<file path="src/rtl/cmd_frame_ctrl.sv">
// Command frame controller: decodes RX command frames into register writes/reads and ALU ops, then returns results over a Busy-handshaked TX port.
// Optional macro CMD_TIMEOUT_EN drops an incomplete frame after TIMEOUT_CYCLES idle cycles.
module cmd_frame_ctrl #(
  parameter int DATA_WIDTH     = 8,
  parameter int ADDR_WIDTH     = 4,
  parameter int OUT_WORDS      = 2,
  parameter int TIMEOUT_CYCLES = 1024
) (
  input  logic                            CLK,
  input  logic                            RST,
  input  logic [DATA_WIDTH-1:0]           RX_P_DATA,
  input  logic                            RX_D_VLD,
  input  logic [OUT_WORDS*DATA_WIDTH-1:0] ALU_OUT,
  input  logic                            ALU_OUT_VLD,
  input  logic [DATA_WIDTH-1:0]           RdData,
  input  logic                            RdData_VLD,
  input  logic                            Busy,
  output logic [3:0]                      ALU_FUN,
  output logic                            ALU_EN,
  output logic                            CLK_EN,
  output logic [ADDR_WIDTH-1:0]           Address,
  output logic                            WrEn,
  output logic                            RdEn,
  output logic [DATA_WIDTH-1:0]           WrData,
  output logic [DATA_WIDTH-1:0]           TX_P_DATA,
  output logic                            TX_D_VLD,
  output logic                            CLK_div_en,
  output logic                            Frame_error
);

  localparam int CW = $clog2(OUT_WORDS + 1);
  localparam int BW = OUT_WORDS * DATA_WIDTH;

  typedef enum logic [3:0] {
    IDLE, WR_ADDR, WR_DATA, RD_ADDR, RD_WAIT, OP_A, OP_B, OP_FUN, ALU_WAIT, TX_SEND, TX_HOLD
  } state_e;

  state_e                state_q, state_d;
  logic [ADDR_WIDTH-1:0] addr_q, addr_d;
  logic [DATA_WIDTH-1:0] wrdata_q, wrdata_d;
  logic                  wren_q, wren_d, rden_q, rden_d;
  logic [3:0]            alu_fun_q, alu_fun_d;
  logic                  alu_en_q, alu_en_d, clk_en_q, clk_en_d;
  logic                  ferr_q, ferr_d, div_en_q;
  logic [BW-1:0]         txbuf_q, txbuf_d, tx_shift;
  logic [CW-1:0]         nwords_q, nwords_d, cnt_q, cnt_d;
  logic                  upper_zero;

  assign upper_zero = ((RX_P_DATA >> 8) == '0);
  assign tx_shift   = txbuf_q >> (int'(cnt_q) * DATA_WIDTH);

`ifdef CMD_TIMEOUT_EN
  localparam int TW = (TIMEOUT_CYCLES > 1) ? $clog2(TIMEOUT_CYCLES) : 1;
  logic [TW-1:0] tmo_q, tmo_d;
  logic          in_frame;
  assign in_frame = (state_q == WR_ADDR) || (state_q == WR_DATA) || (state_q == RD_ADDR) ||
                    (state_q == OP_A) || (state_q == OP_B) || (state_q == OP_FUN);
`endif

  always_comb begin
    state_d   = state_q;
    addr_d    = addr_q;
    wrdata_d  = wrdata_q;
    wren_d    = 1'b0;
    rden_d    = 1'b0;
    alu_fun_d = alu_fun_q;
    alu_en_d  = 1'b0;
    clk_en_d  = clk_en_q;
    ferr_d    = 1'b0;
    txbuf_d   = txbuf_q;
    nwords_d  = nwords_q;
    cnt_d     = cnt_q;
    unique case (state_q)
      IDLE: if (RX_D_VLD) begin
        if (!upper_zero) ferr_d = 1'b1;
        else begin
          case (RX_P_DATA[7:0])
            8'hAA:   state_d = WR_ADDR;
            8'hBB:   state_d = RD_ADDR;
            8'hCC:   state_d = OP_A;
            8'hDD:   begin state_d = OP_FUN; clk_en_d = 1'b1; end
            default: ferr_d = 1'b1;
          endcase
        end
      end
      WR_ADDR: if (RX_D_VLD) begin
        addr_d  = RX_P_DATA[ADDR_WIDTH-1:0];
        state_d = WR_DATA;
      end
      WR_DATA: if (RX_D_VLD) begin
        wrdata_d = RX_P_DATA;
        wren_d   = 1'b1;
        state_d  = IDLE;
      end
      RD_ADDR: if (RX_D_VLD) begin
        addr_d  = RX_P_DATA[ADDR_WIDTH-1:0];
        rden_d  = 1'b1;
        state_d = RD_WAIT;
      end
      RD_WAIT: if (RdData_VLD) begin
        txbuf_d                   = '0;
        txbuf_d[DATA_WIDTH-1:0]   = RdData;
        nwords_d                  = CW'(1);
        cnt_d                     = '0;
        // TX_SEND may only be entered with Busy low; otherwise park in TX_HOLD first
        state_d                   = Busy ? TX_HOLD : TX_SEND;
      end
      OP_A: if (RX_D_VLD) begin
        addr_d   = '0;
        wrdata_d = RX_P_DATA;
        wren_d   = 1'b1;
        state_d  = OP_B;
      end
      OP_B: if (RX_D_VLD) begin
        addr_d   = ADDR_WIDTH'(1);
        wrdata_d = RX_P_DATA;
        wren_d   = 1'b1;
        clk_en_d = 1'b1;
        state_d  = OP_FUN;
      end
      OP_FUN: if (RX_D_VLD) begin
        alu_fun_d = RX_P_DATA[3:0];
        alu_en_d  = 1'b1;
        state_d   = ALU_WAIT;
      end
      ALU_WAIT: if (ALU_OUT_VLD) begin
        txbuf_d  = ALU_OUT;
        nwords_d = CW'(OUT_WORDS);
        cnt_d    = '0;
        clk_en_d = 1'b0;
        state_d  = Busy ? TX_HOLD : TX_SEND;
      end
      TX_SEND: if (Busy) begin
        cnt_d   = cnt_q + CW'(1);
        state_d = TX_HOLD;
      end
      TX_HOLD: if (!Busy) begin
        if (cnt_q == nwords_q) begin
          cnt_d   = '0;
          state_d = IDLE;
        end else begin
          state_d = TX_SEND;
        end
      end
      default: state_d = IDLE;
    endcase

`ifdef CMD_TIMEOUT_EN
    tmo_d = (!in_frame || RX_D_VLD) ? '0 : tmo_q + TW'(1);
    if (in_frame && !RX_D_VLD && (tmo_q == TW'(TIMEOUT_CYCLES - 1))) begin
      tmo_d    = '0;
      state_d  = IDLE;
      ferr_d   = 1'b1;
      clk_en_d = 1'b0;
    end
`endif
  end

  always_ff @(posedge CLK or negedge RST) begin
    if (!RST) begin
      state_q   <= IDLE;
      addr_q    <= '0;
      wrdata_q  <= '0;
      wren_q    <= 1'b0;
      rden_q    <= 1'b0;
      alu_fun_q <= '0;
      alu_en_q  <= 1'b0;
      clk_en_q  <= 1'b0;
      ferr_q    <= 1'b0;
      div_en_q  <= 1'b0;
      txbuf_q   <= '0;
      nwords_q  <= '0;
      cnt_q     <= '0;
`ifdef CMD_TIMEOUT_EN
      tmo_q     <= '0;
`endif
    end else begin
      state_q   <= state_d;
      addr_q    <= addr_d;
      wrdata_q  <= wrdata_d;
      wren_q    <= wren_d;
      rden_q    <= rden_d;
      alu_fun_q <= alu_fun_d;
      alu_en_q  <= alu_en_d;
      clk_en_q  <= clk_en_d;
      ferr_q    <= ferr_d;
      div_en_q  <= 1'b1;
      txbuf_q   <= txbuf_d;
      nwords_q  <= nwords_d;
      cnt_q     <= cnt_d;
`ifdef CMD_TIMEOUT_EN
      tmo_q     <= tmo_d;
`endif
    end
  end

  assign ALU_FUN     = alu_fun_q;
  assign ALU_EN      = alu_en_q;
  assign CLK_EN      = clk_en_q;
  assign Address     = addr_q;
  assign WrEn        = wren_q;
  assign RdEn        = rden_q;
  assign WrData      = wrdata_q;
  assign TX_P_DATA   = tx_shift[DATA_WIDTH-1:0];
  assign TX_D_VLD    = (state_q == TX_SEND);
  assign CLK_div_en  = div_en_q;
  assign Frame_error = ferr_q;

endmodule

</file>
<file path="config.mk">
export PLATFORM = sky130hd
export DESIGN_NAME = cmd_frame_ctrl
export DESIGN_NICKNAME = d
export VERILOG_FILES = /design/src/rtl/cmd_frame_ctrl.sv
export SDC_FILE = /design/constraint.sdc
export NUM_CORES = 1
export LEC_CHECK = 0
export ABC_CLOCK_PERIOD_IN_PS = 1800
export CORE_MARGIN = 10
export CORE_UTILIZATION = 29
export CTS_CLUSTER_SIZE = 28
export DETAILED_ROUTE_END_ITERATION = 8
export PLACE_DENSITY = 0.58
export SYNTH_ARGS = -nofsm -noshare
export SYNTH_HDL_FRONTEND = slang
export SYNTH_SLANG_ARGS = --single-unit
</file>
<file path="constraint.sdc">
create_clock -name CLK -period 1.8 [get_ports CLK]
set_input_delay 0.27 -clock CLK [delete_from_list [all_inputs] [get_ports CLK]]
set_output_delay 0.27 -clock CLK [all_outputs]
set_load 0.005 [all_outputs]
</file>
==> reports/qor.yml, run 1 <==
yosys:
  avgSynthCellArea_um2: 11.36
  synth_edf_count: 0
  synth_flop_cell: "dfrtp_1"
  synth_largest_area_cell: "dfrtp_1"
  yosysTopAreaCellShare: 0.4896
  yosys.cell_count.top_type: "dfrtp_1"
  yosys_warnings: 0
  syn-num-nets: 245
  synth.cell_area_mm2: 0.002351
  yosysUniqueCellTypes: 56
  ys_top_cells_by_area: "dfrtp_1, mux2_2, a222oi_1"
  synthArstFlopShare: 1.000
  ys_seq_area_frac: 0.4896
  synth_seq_cells: 46
  synth_cells: 207
  synthTopCellsByCount: "dfrtp_1, nand2_1, nor2_1"
detailed_routing:
  ant_nets: 0
  wl_per_cell_um: 16.20
  drt_pre_antenna_iters: 5
  vias: 1963
  route.final.wire_length_um: 6579
  via_per_inst: 4.835
  drt_iter0_markers: 144
  drc_errors: 0
placed_design:
  place_area_mm2: 0.003336
  port_buffers: 68
  place_inst: 395
  hpwl_um: 5078
  gp_congestion: 0.7795
finish:
  fin_nets: 341
  area.growth.synth_to_final_pct: 49.28
  multi_input_area_mm2: 0.001112
  drive_gt1_frac: 0.2599
  antenna_cells: 0
  design_area_mm2: 0.003510
  n_fill_cell: 759
  seqCellArea_mm2: 0.001157
  fin_cells: 406
floorplanning:
  die_y_um: 110.0
  start_util: 0.3011
  io_pins: 69
  die_w_um: 110.0
  core_area_mm2: 0.007807
  rows: 32
  die_area_mm2: 0.01211
outcome:
  status: "completed"
grt:
  grt.busiest_layer: "met2"
  grt-ovfl-total: 0
  grt_pass1_vias: 2041
  grt_use_met1: 0.1329
  grt_max_degree: 28
  use_met3: 0.03192
  track_usage: 0.1080
  grt_pass1_wl_um: 10390
  antenna_found_initial: 0
  met2_usage: 0.1757
timing:
  clock_skew_ps: 8.872
  max_freq_ghz: 0.5703
  drv_slew: 0
  finalHoldViolCount: 0
  period_share: 0.9741
  whs_ps: 298.2
  setup_viol_count_final: 0
  fin_crit_ps: 1753
clock_tree:
  clk_pin_slew_ps: 90
  clockRootBuffer: "clkbuf_8"
  cts_max_path_buffers: 2
  cts_tree: "done"
  clkSinkCount: 46
  numCtsBuffers: 5
  worst_skew_pair.late_latency_ps: 300
  cts_max_level: 2
worst_setup_path:
  criticalPathCategory: "flop to flop"
  crit_fanout: 6
  crit_path_end_kind: "flop"
  start_kind: "flop"
  arrival_ps: 1930
  cp.required_ps: 1980
min_path:
  hp-class: "primary input to flop"
power:
  p_leak_nw: 1.582
  vdd_ir_drop_max_mv: 0.5523
  p_per_area_mw_per_mm2: 1404
flow_run:
  drv_cap: 0
## flip-flops by register name, summed over array words and instances, names as in the netlist, 2 cells and up
register	cells
Address	4
WrData	8
nwords_q	2
txbuf_q	16
cnt_q	2
state_q	4
ALU_FUN	4
## final timing paths
kind	startpoint	endpoint	slack, ps	depth (start not counted)
min in group asynchronous	RST	txbuf_q[8]$_DFFE_PN0P_	460	2
worst min register to register	Address[1]$_DFFE_PN0P_	Address[1]$_DFFE_PN0P_	490	2
worst max-delay path	state_q[2]$_DFFE_PN0P_	state_q[1]$_DFFE_PN0P_	50	5
max in group asynchronous	RST	state_q[3]$_DFFE_PN0P_	820	3
worst max register to register	state_q[2]$_DFFE_PN0P_	state_q[1]$_DFFE_PN0P_	50	5
worst min-delay path	RX_P_DATA[1]	Address[1]$_DFFE_PN0P_	300	3
## placed cells by master (no fill, tap or decap), types with 4 or more instances in the layout
master,n
nor2_1,12
mux2i_1,8
a22o_1,9
inv_1,9
dfrtp_1,41
nand2b_1,6
clkbuf_8,7
a222oi_1,8
nand2_1,15
o21ai_0,9
xnor2_1,4
clkdlybuf4s50_1,57
dlygate4sd2_1,8
dfrtp_2,5
buf_4,28
mux2_2,12
## critical path, cell delays in order, from the launching register on
cell and delay (ps):
dfrtp_2 470, nor3b_1 170, o21ai_2 230, a21boi_4 260, and3b_4 220, mux2_4 290
## per-stage QoR
step / total power, mW / TNS, ps / util / worst slack [ps]
floorplan: 3.046 / 0 / - / 182.1
global placement: 4.213 / -1259 / 0.4272 / -186.4
detailed placement: 4.243 / -1629 / 0.4272 / -235.0
CTS: 4.927 / -116.5 / 0.4428 / -116.5
global route: 5.298 / -1.765 / 0.4495 / -1.765
finish: 4.926 / 0 / 0.4495 / 46.56
## timing repair
action,in CTS,in global routing
gates resized for setup,14,13
hold endpoints to repair,19,0
setup buffers,0,2
pin swaps,0,4
hold buffers,1,0
setup endpoints to repair,9,13
## cell type report
class / instances / share of cell area
flip-flops and latches: 46 / 0.3298
multi-input cells: 139 / 0.3169
repair buffers: 102 / 0.2774
well taps: 102 / 0.03636
clock buffers: 7 / 0.02745
inverters: 9 / 0.009626
clock inverters: 1 / 0.002496
## power breakdown
| part | switching, mW | internal [mW] | total, mW |
|---|---|---|---|
| clock | 0.345 | 0.352 | 0.697 |
| combinational | 1.05 | 1.46 | 2.50 |
| sequential | 0.283 | 1.44 | 1.73 |
## routing by layer
layer	share of wire	vias to the layer above
met1	0.43	959
met4	0.013	0
li1	-	939
met3	0.064	7
met2	0.49	58
met5	0	-
## cell families (layout without fill, tap and decap cells)
family                    after synthesis  in the layout  share of synthesized area
buffers and inverters                  22            119                    0.05215
other                                   1              1                   0.001595
AOI/OAI and AO/OA                      49             49                     0.1762
xor gates and xnor gates                5              5                    0.01863
and+or+nand+nor                        62             62                     0.1543
muxes                                  22             22                     0.1075
DFF                                    46             46                     0.4896
Note: power is estimated with default switching activity, not from simulation.
==> inputs of run 2 (changes only) <==
--- a/config.mk
+++ b/config.mk
@@ -10,7 +10,7 @@
 export CORE_UTILIZATION = 29
 export CTS_CLUSTER_SIZE = 28
 export DETAILED_ROUTE_END_ITERATION = 8
-export PLACE_DENSITY = 0.58
+export PLACE_DENSITY = 0.55
 export SYNTH_ARGS = -nofsm -noshare
 export SYNTH_HDL_FRONTEND = slang
 export SYNTH_SLANG_ARGS = --single-unit
==> run 2 against run 1 <==
  * The flow now finishes with violations (setup timing)
  * Sequential power decreased by 3%
  * Sequential cell count is the same
  * Critical path depth is 1 higher
  * Non-clock buffer count up 1
  * Total power is 0.40% higher
  * Clock-buffer cell count decreased by 2
  * Die area unchanged
  * Worst hold slack improved by 130 ps
  * Critical endpoint unchanged
  * Global-route usage increased by 0.32 points
  * Cell count increased by 0.25%
  * Fmax down 3.3%
  * Highest routed layer unchanged
  * Utilization fell by 0.13 points
==> reports/qor.yml, run 2 (synthesized netlist as in run 1, its figures left out) <==
timing:
  drv_slew: 0
  max_freq_ghz: 0.5517
  finalHoldViolCount: 0
  period_share: 1.007
  rsz0062_at_grt: "yes"
  clock_skew_ps: 8.960
  setup_viol_count_final: 1
  setup_tns_ps: -12.45
  fin_ws_ps: -12.45
  fin_crit_ps: 1812
finish:
  fin_cells: 407
  fin_nets: 342
  area.growth.synth_to_final_pct: 48.86
  largest_reg_flops: 16
  layout_commonest_cell: "clkdlybuf4s50_1"
  drive_gt1_frac: 0.2426
  n_fill_cell: 752
  antenna_cells: 0
  final_cell_mix: "clkdlybuf4s50_1, dfrtp_1, buf_4"
  design_area_mm2: 0.003500
  top_register: "txbuf_q"
  final_util: 0.4482
detailed_routing:
  via_per_inst: 4.720
  route.final.wire_length_um: 6591
  drc_errors: 0
  vias: 1921
  ant_nets: 0
  drt_pre_antenna_iters: 4
  drt_iter0_markers: 87
  wl_per_cell_um: 16.19
flow_run:
  drv_cap: 0
power:
  p_per_area_mw_per_mm2: 1413
  p_leak_nw: 1.568
  power_mw: 4.945
  vdd_ir_drop_max_mv: 0.5318
placed_design:
  gp_congestion: 0.7930
  place_area_mm2: 0.003348
  port_buffers: 68
  hpwl_um: 5139
  place_inst: 395
grt:
  grt_pass1_wl_um: 10610
  grt_max_degree: 31
  grt-ovfl-total: 0
  track_usage: 0.1112
  antenna_found_initial: 0
  grt_pass1_vias: 2098
clock_tree:
  clkSinkCount: 46
  cts_tree: "done"
  numCtsBuffers: 5
  clockRootBuffer: "clkbuf_8"
  cts_max_level: 2
  worst_skew_pair.late_latency_ps: 300
  clk_pin_slew_ps: 80
  cts_max_path_buffers: 2
worst_setup_path:
  reg2reg_to: "state_q[1]$_DFFE_PN0P_"
  endpoint: "state_q[1]$_DFFE_PN0P_"
  crit_fanout: 15
  reg2reg_depth: 6
  criticalPathCategory: "flop to flop"
  crit_path_end_kind: "flop"
  start_kind: "flop"
  cp.required_ps: 1980
  arrival_ps: 2000
  rrSetupSlack_ps: -10
  startpoint: "state_q[2]$_DFFE_PN0P_"
  worstReg2RegStart: "state_q[2]$_DFFE_PN0P_"
floorplanning:
  die_y_um: 110.0
  rows: 32
  io_pins: 69
  die_area_mm2: 0.01211
  die_w_um: 110.0
  start_util: 0.3011
  core_area_mm2: 0.007807
outcome:
  violations: "setup timing"
  status: "finished, violations left"
min_path:
  hp-class: "primary input to async pin"
## run 2: cell count changes in the layout (fill, tap and decap cells not counted), moves of 2 or more
cell / before / now
nand2b_4: 2 / 0
dfrtp_1: 41 / 44
dlymetal6s2s_1: 2 / 0
clkbuf_8: 7 / 5
dfrtp_2: 5 / 2
clkinv_2: 0 / 2
buf_4: 28 / 30
buf_6: 2 / 0
## run 2: layout make-up
type / instances / area, um2 / share of cell area
clock inverter: 3 / 40.04 / 0.01144
clock buffer: 5 / 68.82 / 0.01966
inverter: 9 / 33.78 / 0.009653
multi-input combinational: 139 / 1096 / 0.3132
tap: 102 / 127.6 / 0.03647
timing repair buffer: 103 / 979.7 / 0.2799
sequential: 46 / 1154 / 0.3296
## run 2: what timing repair did
item,4_1_cts,5_1_grt
gates resized for setup,13,4
setup endpoints to repair,9,18
hold buffers,1,0
hold endpoints to repair,16,0
setup buffers,3,0
pin swaps,1,4
## run 2: how the worst min path moves through the flow
stage / start / end / depth (start not counted)
2_1_floorplan: RST / ALU_EN$_DFF_PN0_ / 0
3_3_place_gp: RST / WrData[2]$_DFFE_PN0P_ / 1
3_5_place_dp: RST / WrData[2]$_DFFE_PN0P_ / 1
4_1_cts: RST / WrData[2]$_DFFE_PN0P_ / 2
5_1_grt: RST / WrData[2]$_DFFE_PN0P_ / 2
6_report: RST / WrData[1]$_DFFE_PN0P_ / 2
## run 2: through the flow
step                      hold WS, ps  worst slack [ps]
after CTS                       435.8             13.93
after global routing            474.7            -70.32
final                           431.5            -12.45
after floorplan                -25.59             182.1
after global placement          219.6            -188.3
after detailed placement        224.4            -219.7
## run 2: routing by layer
layer,GRT usage,up-vias,routed length [um]
met2,0.1943,28,3368
met5,0,-,0
li1,-,938,-
met1,0.1323,949,2856
met4,0.03625,0,84
met3,0.02438,6,282
## run 2: report_power, final
part,switching [mW],internal [mW],total (mW),leakage [nW]
sequential,0.237,1.44,1.68,0.584
clock,0.348,0.409,0.757,0.0579
combinational,1.07,1.44,2.51,0.926
total,1.65,3.29,4.95,1.57
## run 2: critical path, cell delays in order, from the launching register on
cell	delay [ps]
dfrtp_1	400
buf_4	140
buf_4	180
nor4_2	290
o21a_1	190
and3b_4	210
mux2_4	290
==> inputs of run 3 (changes only) <==
--- a/config.mk
+++ b/config.mk
@@ -10,6 +10,7 @@
 export CORE_UTILIZATION = 29
 export CTS_CLUSTER_SIZE = 28
 export DETAILED_ROUTE_END_ITERATION = 8
+export HOLD_SLACK_MARGIN = 0.08
 export PLACE_DENSITY = 0.55
 export SYNTH_ARGS = -nofsm -noshare
 export SYNTH_HDL_FRONTEND = slang
==> results of run 3 <==
Same layout as run 2: the final DEF is identical, and so are final timing and power.
